## src/rtl/mem_stage.sv

```systemverilog
// mem_stage: RV32I memory-access pipeline stage.
// Issues loads/stores over a valid/ready request + valid response handshake,
// aligns store lanes, extends load data and stalls the pipe until completion.

package mem_stage_pkg;

   typedef struct packed {
      logic        RegWrite;
      logic [1:0]  ResultSrc;
      logic        MemWrite;
      logic [2:0]  funct3;
      logic [31:0] ALUResult;
      logic [31:0] WriteData;
      logic [31:0] PCPlus4;
      logic [4:0]  Rd;
      logic [31:0] ImmExt;
   } exmem_t;

   typedef struct packed {
      logic        RegWrite;
      logic [1:0]  ResultSrc;
      logic [31:0] ALUResult;
      logic [31:0] ReadData;
      logic [31:0] PCPlus4;
      logic [4:0]  Rd;
      logic [31:0] ImmExt;
   } memwb_t;

endpackage

module mem_stage
   import mem_stage_pkg::*;
(
   input  logic        clk,
   input  logic        reset,
   input  exmem_t      inputs,
   output memwb_t      outputs,
   output logic        StallM,
   output logic        MisalignM,
   output logic        dmem_req_valid,
   input  logic        dmem_req_ready,
   output logic        dmem_we,
   output logic [31:0] dmem_addr,
   output logic [31:0] dmem_wdata,
   output logic [3:0]  dmem_wstrb,
   input  logic        dmem_rsp_valid,
   input  logic [31:0] dmem_rdata
);

   typedef enum logic [1:0] {S_IDLE, S_REQ, S_WAIT, S_DONE} state_t;

   state_t      state;
   logic [1:0]  off_q;
   logic [2:0]  f3_q;
   logic [31:0] read_data_q;

   logic        is_store;
   logic        is_load;
   logic        mem_op;
   logic        f3_ok;
   logic        align_ok;
   logic        legal;
   logic [31:0] st_wdata;
   logic [3:0]  st_wstrb;
   logic [7:0]  ld_byte;
   logic [15:0] ld_half;
   logic [31:0] ld_ext;

   // Classify the incoming op and decide whether the access is legal
   always_comb begin
      is_store = inputs.MemWrite;
      is_load  = ~inputs.MemWrite & (inputs.ResultSrc == 2'b01);
      mem_op   = is_store | is_load;
      f3_ok    = 1'b0;
      case (inputs.funct3)
         3'b000, 3'b001, 3'b010: f3_ok = mem_op;
         3'b100, 3'b101:         f3_ok = is_load;
         default:                f3_ok = 1'b0;
      endcase
      case (inputs.funct3[1:0])
         2'b01:   align_ok = ~inputs.ALUResult[0];
         2'b10:   align_ok = (inputs.ALUResult[1:0] == 2'b00);
         default: align_ok = 1'b1;
      endcase
      legal = f3_ok & align_ok;
   end

   // Store byte-lane placement: data replicated, strobes pick the lanes
   always_comb begin
      case (inputs.funct3[1:0])
         2'b00: begin
            st_wstrb = 4'b0001 << inputs.ALUResult[1:0];
            st_wdata = {4{inputs.WriteData[7:0]}};
         end
         2'b01: begin
            st_wstrb = inputs.ALUResult[1] ? 4'b1100 : 4'b0011;
            st_wdata = {2{inputs.WriteData[15:0]}};
         end
         default: begin
            st_wstrb = 4'b1111;
            st_wdata = inputs.WriteData;
         end
      endcase
   end

   // Load extraction from the offset and funct3 captured at issue
   always_comb begin
      case (off_q)
         2'b00:   ld_byte = dmem_rdata[7:0];
         2'b01:   ld_byte = dmem_rdata[15:8];
         2'b10:   ld_byte = dmem_rdata[23:16];
         default: ld_byte = dmem_rdata[31:24];
      endcase
      ld_half = off_q[1] ? dmem_rdata[31:16] : dmem_rdata[15:0];
      case (f3_q)
         3'b000:  ld_ext = {{24{ld_byte[7]}}, ld_byte};
         3'b001:  ld_ext = {{16{ld_half[15]}}, ld_half};
         3'b100:  ld_ext = {24'h000000, ld_byte};
         3'b101:  ld_ext = {16'h0000, ld_half};
         default: ld_ext = dmem_rdata;
      endcase
   end

   // Stall and fault flags; both held low while reset is asserted
   always_comb begin
      StallM    = ~reset & (((state == S_IDLE) & mem_op & legal) |
                            (state == S_REQ) | (state == S_WAIT));
      MisalignM = ~reset & (state == S_IDLE) & mem_op & ~legal;
   end

   // MEM/WB bundle: pass-through except read data and gated RegWrite
   always_comb begin
      outputs.RegWrite  = inputs.RegWrite & ~StallM & ~MisalignM;
      outputs.ResultSrc = inputs.ResultSrc;
      outputs.ALUResult = inputs.ALUResult;
      outputs.ReadData  = read_data_q;
      outputs.PCPlus4   = inputs.PCPlus4;
      outputs.Rd        = inputs.Rd;
      outputs.ImmExt    = inputs.ImmExt;
   end

   // Access FSM with registered request channel and load data
   always_ff @(posedge clk) begin
      if (reset) begin
         state          <= S_IDLE;
         dmem_req_valid <= 1'b0;
         dmem_we        <= 1'b0;
         dmem_addr      <= '0;
         dmem_wdata     <= '0;
         dmem_wstrb     <= '0;
         read_data_q    <= '0;
         off_q          <= '0;
         f3_q           <= '0;
      end else begin
         case (state)
            S_IDLE: begin
               if (mem_op && legal) begin
                  dmem_addr      <= {inputs.ALUResult[31:2], 2'b00};
                  dmem_we        <= is_store;
                  dmem_wdata     <= is_store ? st_wdata : '0;
                  dmem_wstrb     <= is_store ? st_wstrb : '0;
                  off_q          <= inputs.ALUResult[1:0];
                  f3_q           <= inputs.funct3;
                  dmem_req_valid <= 1'b1;
                  state          <= S_REQ;
               end
            end
            S_REQ: begin
               if (dmem_req_ready) begin
                  dmem_req_valid <= 1'b0;
                  state          <= dmem_we ? S_DONE : S_WAIT;
               end
            end
            S_WAIT: begin
               if (dmem_rsp_valid) begin
                  read_data_q <= ld_ext;
                  state       <= S_DONE;
               end
            end
            default: state <= S_IDLE;
         endcase
      end
   end

endmodule

```

## config.mk

```make
export PLATFORM = sky130hd
export DESIGN_NAME = mem_stage
export DESIGN_NICKNAME = d
export VERILOG_FILES = /design/src/rtl/mem_stage.sv
export SDC_FILE = /design/constraint.sdc
export NUM_CORES = 1
export LEC_CHECK = 0
export CAP_MARGIN = 15
export CORE_AREA = 2 2 150 152
export DETAILED_ROUTE_END_ITERATION = 8
export DIE_AREA = 0 0 152 154
export GPL_TIMING_DRIVEN = 0
export HOLD_SLACK_MARGIN = 0.12
export REMOVE_ABC_BUFFERS = 1
export SETUP_SLACK_MARGIN = 0.1
export SKIP_LAST_GASP = 1
export SLEW_MARGIN = 20
export SYNTH_ARGS = -nofsm -noshare
export SYNTH_HDL_FRONTEND = slang
export SYNTH_SLANG_ARGS = --single-unit
```

## constraint.sdc

```tcl
create_clock -name clk -period 3.5 [get_ports clk]
set_clock_uncertainty 0.05 [all_clocks]
set_input_delay 0.525 -clock clk [delete_from_list [all_inputs] [get_ports clk]]
set_output_delay 0.525 -clock clk [all_outputs]
set_load 0.02 [all_outputs]
```

# == Word-level counts from Yosys, hierarchy flattened ==
# Index checks and enable logic that the tools add are counted.
# W data, S select, Z words.
# word_totals
reg_bits,107
input_bits,176
out_inout_bits,208
# op_classes
n_eq_ne,17
n_shift,1
n_mux,18
bitwise_logic,19
n_reduce_logical,14
# op_table
op,n
$pmux W32 S4,1
$pmux W32 S2,1
$mux W32,1
$pmux W8 S3,1
$mux W16,1
$eq A3 B3 Y1 const B,4
$and A1 B1 Y1,10
$eq A2 B1 Y1 const B,4
$logic_not A2 Y1,4
$mux W4,2
$pmux W4 S2,1
$eq A2 B2 Y1 const B,3
$eq A3 B1 Y1 const B,2
$logic_not A3 Y1,2
$mux W2,3
$not A1 Y1,6
$pmux W1 S2,3
$pmux W2 S3,1
$reduce_and A3 Y1,2
$ne A2 B2 Y1 const B,2
$reduce_and A2 Y1,2
$shl A1 B2 Y4 const A,1
$eq A3 B2 Y1 const B,1
$mux W1,3
6 further kinds,8

# == Longest topological paths before layout ==
# Gate-level depths: netlist of run 1.
# logic_depth
ltp_word,12
depth_mapped,8

# == Least setup slack after synthesis of run 1 ==
# Ideal clock, no wire load.
# synth_timing
path_kind,input port to output port
start,input inputs[133] (netlist name)
end,output StallM
arrival_time_ns,2.120
slack_ns,0.805
stages,7
path_cell_list,inv_1 -> ha_1 -> or3b_4 -> a32oi_4 -> buf_2 -> nand2_1 -> a21oi_1
# synth_via
elab_chain_cells,8
# synth_rtl
item,line,text
from (decl),36,"input exmem_t inputs,"
"$eq A3 B1 Y1, or another cell as far along",75,case (inputs.funct3)
$reduce_or A3 Y1 or $reduce_or A2 Y1 (tied branches),75,
$pmux W1 S2,75,
$and A1 B1 Y1 (*),85,legal = f3_ok & align_ok;
$and A1 B1 Y1 (*),126,StallM = ~reset & (((state == S_IDLE) & mem_op & legal) |
$or A1 B1 Y1 (*),126,
$or A1 B1 Y1 (*),127,(state == S_REQ) | (state == S_WAIT));
$and A1 B1 Y1 (*),126,
to (decl),38,"output logic StallM,"
# Every way passes the cells marked *; elsewhere a longest branch is shown, timed or not.

# == Worst setup path after layout of run 1 ==
# Ends and elaborated chain as after synthesis.

==> results of run 1 <==
-- timing repair --
| item | in CTS | in global routing |
|---|---|---|
| pin swaps | 3 | 0 |
| resized for setup | 9 | 2 |
| endpoints found under the setup margin | 2 | 2 |
| gates cloned | 0 | 0 |
| hold buffers | 0 | 0 |
| buffers inserted | 3 | 0 |
-- state kept, by name, indices dropped and copies added, names as in the netlist --
signal,count
read_data_q,32
dmem_wdata,32
dmem_wstrb,4
dmem_we,1
off_q,2
f3_q,3
state,2
dmem_req_valid,1
dmem_addr,30
-- cells in the mapped netlist (9+ instances only) --
cell	n	area [um^2]
a21oi_1	87	435.4
inv_1	15	56.30
dfxtp_1	107	2142
mux2i_1	14	140.1
a211oi_1	16	120.1
nand3_1	59	295.3
nor2_1	22	82.58
a211oi_2	11	137.6
clkbuf_1	40	150.1
mux2_2	10	112.6
o21ai_1	16	80.08
nor2b_1	9	56.30
o21ai_0	75	375.4
buf_4	108	810.8
nand2_1	28	105.1
nand3b_1	12	90.09
nand2b_1	13	81.33
-- critical path: stages --
cell and delay, ns:
clkdlybuf4s50_1 0.53, inv_2 0.14, ha_1 0.24, or3b_4 0.45
a32oi_4 0.28, nand2_1 0.08, a21oi_1 0.13, clkdlybuf4s15_1 0.33
-- metrics by stage --
step	setup slack (ns)	util (%)
2_1_floorplan	-2.733	-
3_3_place_gp	-7.072	35.59
3_5_place_dp	-0.8462	36.91
4_1_cts	0.1385	38.64
5_1_grt	0.1188	38.65
6_report	0.2154	38.65
-- area by class of cell --
| type | instances | area share, % |
|---|---|---|
| inverters | 15 | 0.6717 |
| flip-flops and latches | 107 | 25.57 |
| multi-input cells | 439 | 33.68 |
| well taps | 280 | 4.180 |
| clock buffers | 10 | 2.851 |
| repair buffers | 258 | 32.11 |
| clock inverters | 6 | 0.9404 |
-- power breakdown --
| group | switching (uW) | internal [uW] | total, uW |
|---|---|---|---|
| Clock | 528 | 593 | 1120 |
| Combinational | 723 | 576 | 1300 |
| Sequential | 67.2 | 1310 | 1380 |
| Total | 1320 | 2480 | 3800 |
-- cell families (layout without fill, tap and decap cells) --
logic type	Yosys count	count (layout)	share of synthesized area, %
multiplexers	26	26	4.749
AND/OR/NAND/NOR	165	165	14.35
adder cells (fa/ha/maj)	7	7	1.452
buffers and inverters	182	289	19.18
AO/OA/AOI/OAI	239	239	24.70
other	1	2	0.06216
flip-flops	107	107	35.50
-- path summary, 6_finish.rpt --
kind,to,cells after the start,start,slack (ns)
setup reg to reg,read_data_q[16],4,off_q[1],0.62
setup / recovery,StallM,8,inputs[133],0.22
hold reg to reg,read_data_q[1],2,read_data_q[1],0.41
hold / removal,read_data_q[1],2,read_data_q[1],0.41
-- per-layer routing --
metal	vias to the layer above	part of all wire [%]	GRT usage, %
li1	2668	-	-
met1	2700	43	25.00
met2	337	41	27.82
met3	16	15	14.63
met4	4	0.73	3.783
met5	-	0.58	5.590
-- placed cells by master (no fill, tap or decap), types with 2 or more instances in the layout --
| cell type | instances |
|---|---|
| a22oi_1 | 4 |
| o221ai_1 | 8 |
| ha_4 | 2 |
| a211oi_1 | 15 |
| o21ai_0 | 75 |
| a221o_1 | 4 |
| nand2_1 | 28 |
| nand3_1 | 59 |
| nand2b_1 | 13 |
| and2_1 | 4 |
| nand3b_1 | 12 |
| o31ai_4 | 2 |
| a211oi_2 | 11 |
| dfxtp_1 | 106 |
| buf_16 | 5 |
| mux2i_1 | 14 |
| inv_6 | 2 |
| nor3_1 | 5 |
| mux2_2 | 10 |
| inv_8 | 2 |
| ha_1 | 5 |
| o21ai_1 | 16 |
| clkdlybuf4s50_1 | 240 |
| buf_8 | 3 |
| a21oi_1 | 87 |
| buf_6 | 4 |
| nand4_1 | 8 |
| buf_4 | 3 |
| nor2b_1 | 9 |
| conb_1 | 2 |
| nor2_1 | 21 |
| clkbuf_16 | 9 |
| inv_1 | 14 |
| a22o_1 | 4 |
==> flow_metrics.env, run 1 <==
export IMPL_status="finished, final reports clean"
export IMPL_maxSlewHeadroom_pct=35.98
export IMPL_multi_input_area_mm2=0.002823
export IMPL_period_needed_ns=3.285
export IMPL_synth_ff_type="dfxtp_1"
export IMPL_syn_inst=727
export IMPL_ant_nets=0
export IMPL_rsz0062_at_grt="false"
export IMPL_cts_buffers=9
export IMPL_core_mm2=0.02169
export IMPL_insertion_delay_ns=0.35
export IMPL_globalplace_congestion=0.7488
export IMPL_instances_no_fill=1115
export IMPL_max_freq_mhz=304.4
export IMPL_wire_per_inst_um=21.93
export IMPL_rows=54
export IMPL_place_inst=1096
export IMPL_hold_path_class="register to register"
export IMPL_portBuffers=243
export IMPL_grt_usage_pct=20.17
export IMPL_pwr_density_cell_mw_per_mm2=453.4
export IMPL_drive_above_1_share_pct=8.623
export IMPL_antenna_found_initial=0
export IMPL_vias=5725
export IMPL_ff_latch_area_mm2=0.002143
export IMPL_slew_violations=0
export IMPL_die_h_um=154
export IMPL_leakagePower_uw=0.002726
export IMPL_drcViolationCount=0
export IMPL_fin_tns_setup_ns=0
export IMPL_cts_buffer_depth=2
export IMPL_cts_sinks=107
export IMPL_tightest_slew_ns=0.9603
export IMPL_critical_path_max_fanout=3
export IMPL_final_area_mm2=0.008382
export IMPL_finalPower_uw=3800
export IMPL_path_class="primary input to primary output"
export IMPL_nNetsFinal=1013
export IMPL_vias_per_cell=5.135
export IMPL_synth_edf_count=0
export IMPL_grt_overflow_total=0
export IMPL_wirelength_um=24460
export IMPL_start_util_pct=27.82
export IMPL_worstPathRequired_ns=2.92
export IMPL_grt_max_degree=73
export IMPL_async_flop_share_pct=0
export IMPL_diodes=0
export IMPL_first_pass_iters=4
export IMPL_fillCellCount=2225
export IMPL_grt_pass1_wl_um=36270
export IMPL_netlist_area_mm2=0.006033
export IMPL_grt_pass1_vias=5612
export IMPL_htreeDepth=3
export IMPL_dpl_instance_area_mm2=0.008005
export IMPL_maxCapViolations=0
export IMPL_hpwlAfterDp_um=17380
export IMPL_hold_viol=0
export IMPL_syn_area_per_cell_um2=8.299
export IMPL_ys_warn_count=0
export IMPL_ys_ff_latch=107
export IMPL_ir_worst_vdd_uv=208.7
export IMPL_setup_viol=0
export IMPL_netlist_cell_type_count=46
export IMPL_area_delta_synth_final_pct=38.93
export IMPL_hold_slack_ns=0.4061
export IMPL_dieArea_mm2=0.02341
export IMPL_cp_end_kind="primary output"
export IMPL_fin_crit_sh_pct=93.85
export IMPL_dieWidth_um=152
export IMPL_crit_arrival_ns=2.71
export IMPL_critPathLaunchType="primary input"
export IMPL_clockRootBuffer="clkbuf_16"
export IMPL_drt_iter0_drc=261
export IMPL_yosysSeqAreaShare_pct=35.50
export IMPL_cts_tree="yes"
export IMPL_clk_pin_slew_ns=0.07
export IMPL_io_pins=384
Power figures use the tool's default switching activity.
==> run 2, diff against run 1 <==
- CORE_AREA: 2 2 150 152 -> 2 2 151 153
- CTS_BUF_LIST: default -> sky130_fd_sc_hd__clkbuf_16
- CTS_CLUSTER_SIZE: default -> 40
- DIE_AREA: 0 0 152 154 -> 0 0 153 155
- DONT_BUFFER_PORTS: default -> 1
==> flow_metrics.env, run 2 (synthesized netlist as in run 1, its figures left out) <==
export IMPL_status="finished, final reports clean"
export IMPL_leakagePower_uw=0.001748
export IMPL_drive_above_1_share_pct=10.22
export IMPL_vias=4844
export IMPL_worstPathRequired_ns=2.92
export IMPL_cts_sinks=107
export IMPL_maxCapViolations=0
export IMPL_maxSlewHeadroom_pct=32.39
export IMPL_grt_usage_pct=18.08
export IMPL_first_pass_iters=4
export IMPL_dieWidth_um=153
export IMPL_period_needed_ns=3.272
export IMPL_path_class="primary input to primary output"
export IMPL_start_util_pct=27.14
export IMPL_setup_viol=0
export IMPL_grt_overflow_total=0
export IMPL_vias_per_cell=5.555
export IMPL_finalPower_uw=3233
export IMPL_grt_pass1_wl_um=32320
export IMPL_fin_crit_sh_pct=93.48
export IMPL_final_common_cell="dfxtp_1"
export IMPL_hold_slack_ns=0.1925
export IMPL_place_inst=856
export IMPL_nNetsFinal=765
export IMPL_hold_path_class="primary input to register"
export IMPL_hold_buffers=0
export IMPL_wire_per_inst_um=25.74
export IMPL_antenna_found_initial=0
export IMPL_core_mm2=0.02223
export IMPL_rsz0062_at_grt="true"
export IMPL_critPathLaunchType="primary input"
export IMPL_tightest_slew_ns=1.014
export IMPL_setup_ws_ns=0.2281
export IMPL_cts_buffer_depth=2
export IMPL_ant_nets=0
export IMPL_cp_end_kind="primary output"
export IMPL_slew_violations=0
export IMPL_globalplace_congestion=0.7292
export IMPL_grt_max_degree=113
export IMPL_cts_setup_buffers=0
export IMPL_cts_buffers=9
export IMPL_clockRootBuffer="clkbuf_16"
export IMPL_portBuffers=0
export IMPL_dp_slack_ns=0.04420
export IMPL_mostFrequentLayoutCells="dfxtp_1 (106), a21oi_1 (87), o21ai_0 (75), nand3_1 (59), nand2_1 (28)"
export IMPL_rows=55
export IMPL_drt_iter0_drc=278
export IMPL_area_delta_synth_final_pct=-4.044
export IMPL_fillCellCount=2430
export IMPL_wirelength_um=22450
export IMPL_pwr_density_cell_mw_per_mm2=558.5
export IMPL_insertion_delay_ns=0.35
export IMPL_htreeDepth=3
export IMPL_drcViolationCount=0
export IMPL_fin_tns_setup_ns=0
export IMPL_instances_no_fill=872
export IMPL_critical_path_max_fanout=16
export IMPL_io_pins=384
export IMPL_max_freq_mhz=305.6
export IMPL_die_h_um=155
export IMPL_top_regs="dmem_wdata x32, read_data_q x32, dmem_addr x30"
export IMPL_clk_pin_slew_ns=0.06
export IMPL_crit_arrival_ns=2.70
export IMPL_hold_viol=0
export IMPL_ir_worst_vdd_uv=252.4
export IMPL_hpwlAfterDp_um=15730
export IMPL_cts_tree="yes"
export IMPL_diodes=0
export IMPL_grt_pass1_vias=4604
export IMPL_dieArea_mm2=0.02372
==> run 2: changes by cell type in the layout (fill, tap and decap cells not counted), sizes merged <==
cell	previous run	this run
buf	16	10
bufinv	1	0
clkbuf	10	9
clkdlybuf4s15	1	0
clkdlybuf4s50	240	0
clkinv	1	3
clkinvlp	0	1
dlygate4sd2	1	0
inv	19	18
==> run 2: critical path: stages <==
cell,delay [ns]
inv_1,0.06
ha_1,0.67
nand2b_1,0.35
a32oi_4,0.55
nand2_1,0.10
a21oi_1,0.44
==> run 2: report_power, final <==
group | leakage (uW) | switching [uW] | internal, uW | total (uW)
combinational | 0.000745 | 475 | 261 | 737
clock | 0.000137 | 506 | 489 | 995
sequential | 0.000866 | 188 | 1310 | 1500
==> run 2: area by class of cell <==
type / count / area [um^2] / share of cell area (%)
Sequential cell: 107 / 2143 / 37.02
Inverter: 15 / 56.30 / 0.9726
Timing Repair Buffer: 10 / 161.4 / 2.788
Clock inverter: 7 / 52.55 / 0.9077
Multi-Input combinational cell: 439 / 2794 / 48.26
Clock buffer: 9 / 225.2 / 3.890
Tap cell: 285 / 356.6 / 6.160
==> run 2: timing repair <==
| item | in CTS | in global routing |
|---|---|---|
| resized for setup | 1 | 1 |
| endpoints found under the setup margin | 1 | 1 |
| pin swaps | 0 | 0 |
==> run 2: per-layer routing <==
metal / wire (um) / GRT usage [%]
met4: 202 / 3.351
met2: 8992 / 23.96
met5: 260 / 9.938
met1: 9028 / 22.02
met3: 3961 / 14.40
==> run 2: path summary, 6_finish.rpt <==
path	cells past startpoint	end	start	slack (ns)
hold reg to reg	2	f3_q[2]	f3_q[2]	0.44
setup reg to reg	4	read_data_q[19]	off_q[1]	0.58
setup / recovery	6	StallM	inputs[134]	0.23
hold / removal	1	read_data_q[25]	reset	0.19
==> run 2: metrics by stage <==
| stage | instance area, um^2 | utilization [%] |
|---|---|---|
| 2_1_floorplan | 4936 | - |
| 3_3_place_gp | 5293 | 23.81 |
| 3_5_place_dp | 5503 | 24.76 |
| 4_1_cts | 5786 | 26.03 |
| 5_1_grt | 5789 | 26.05 |
| 6_report | 5789 | 26.05 |
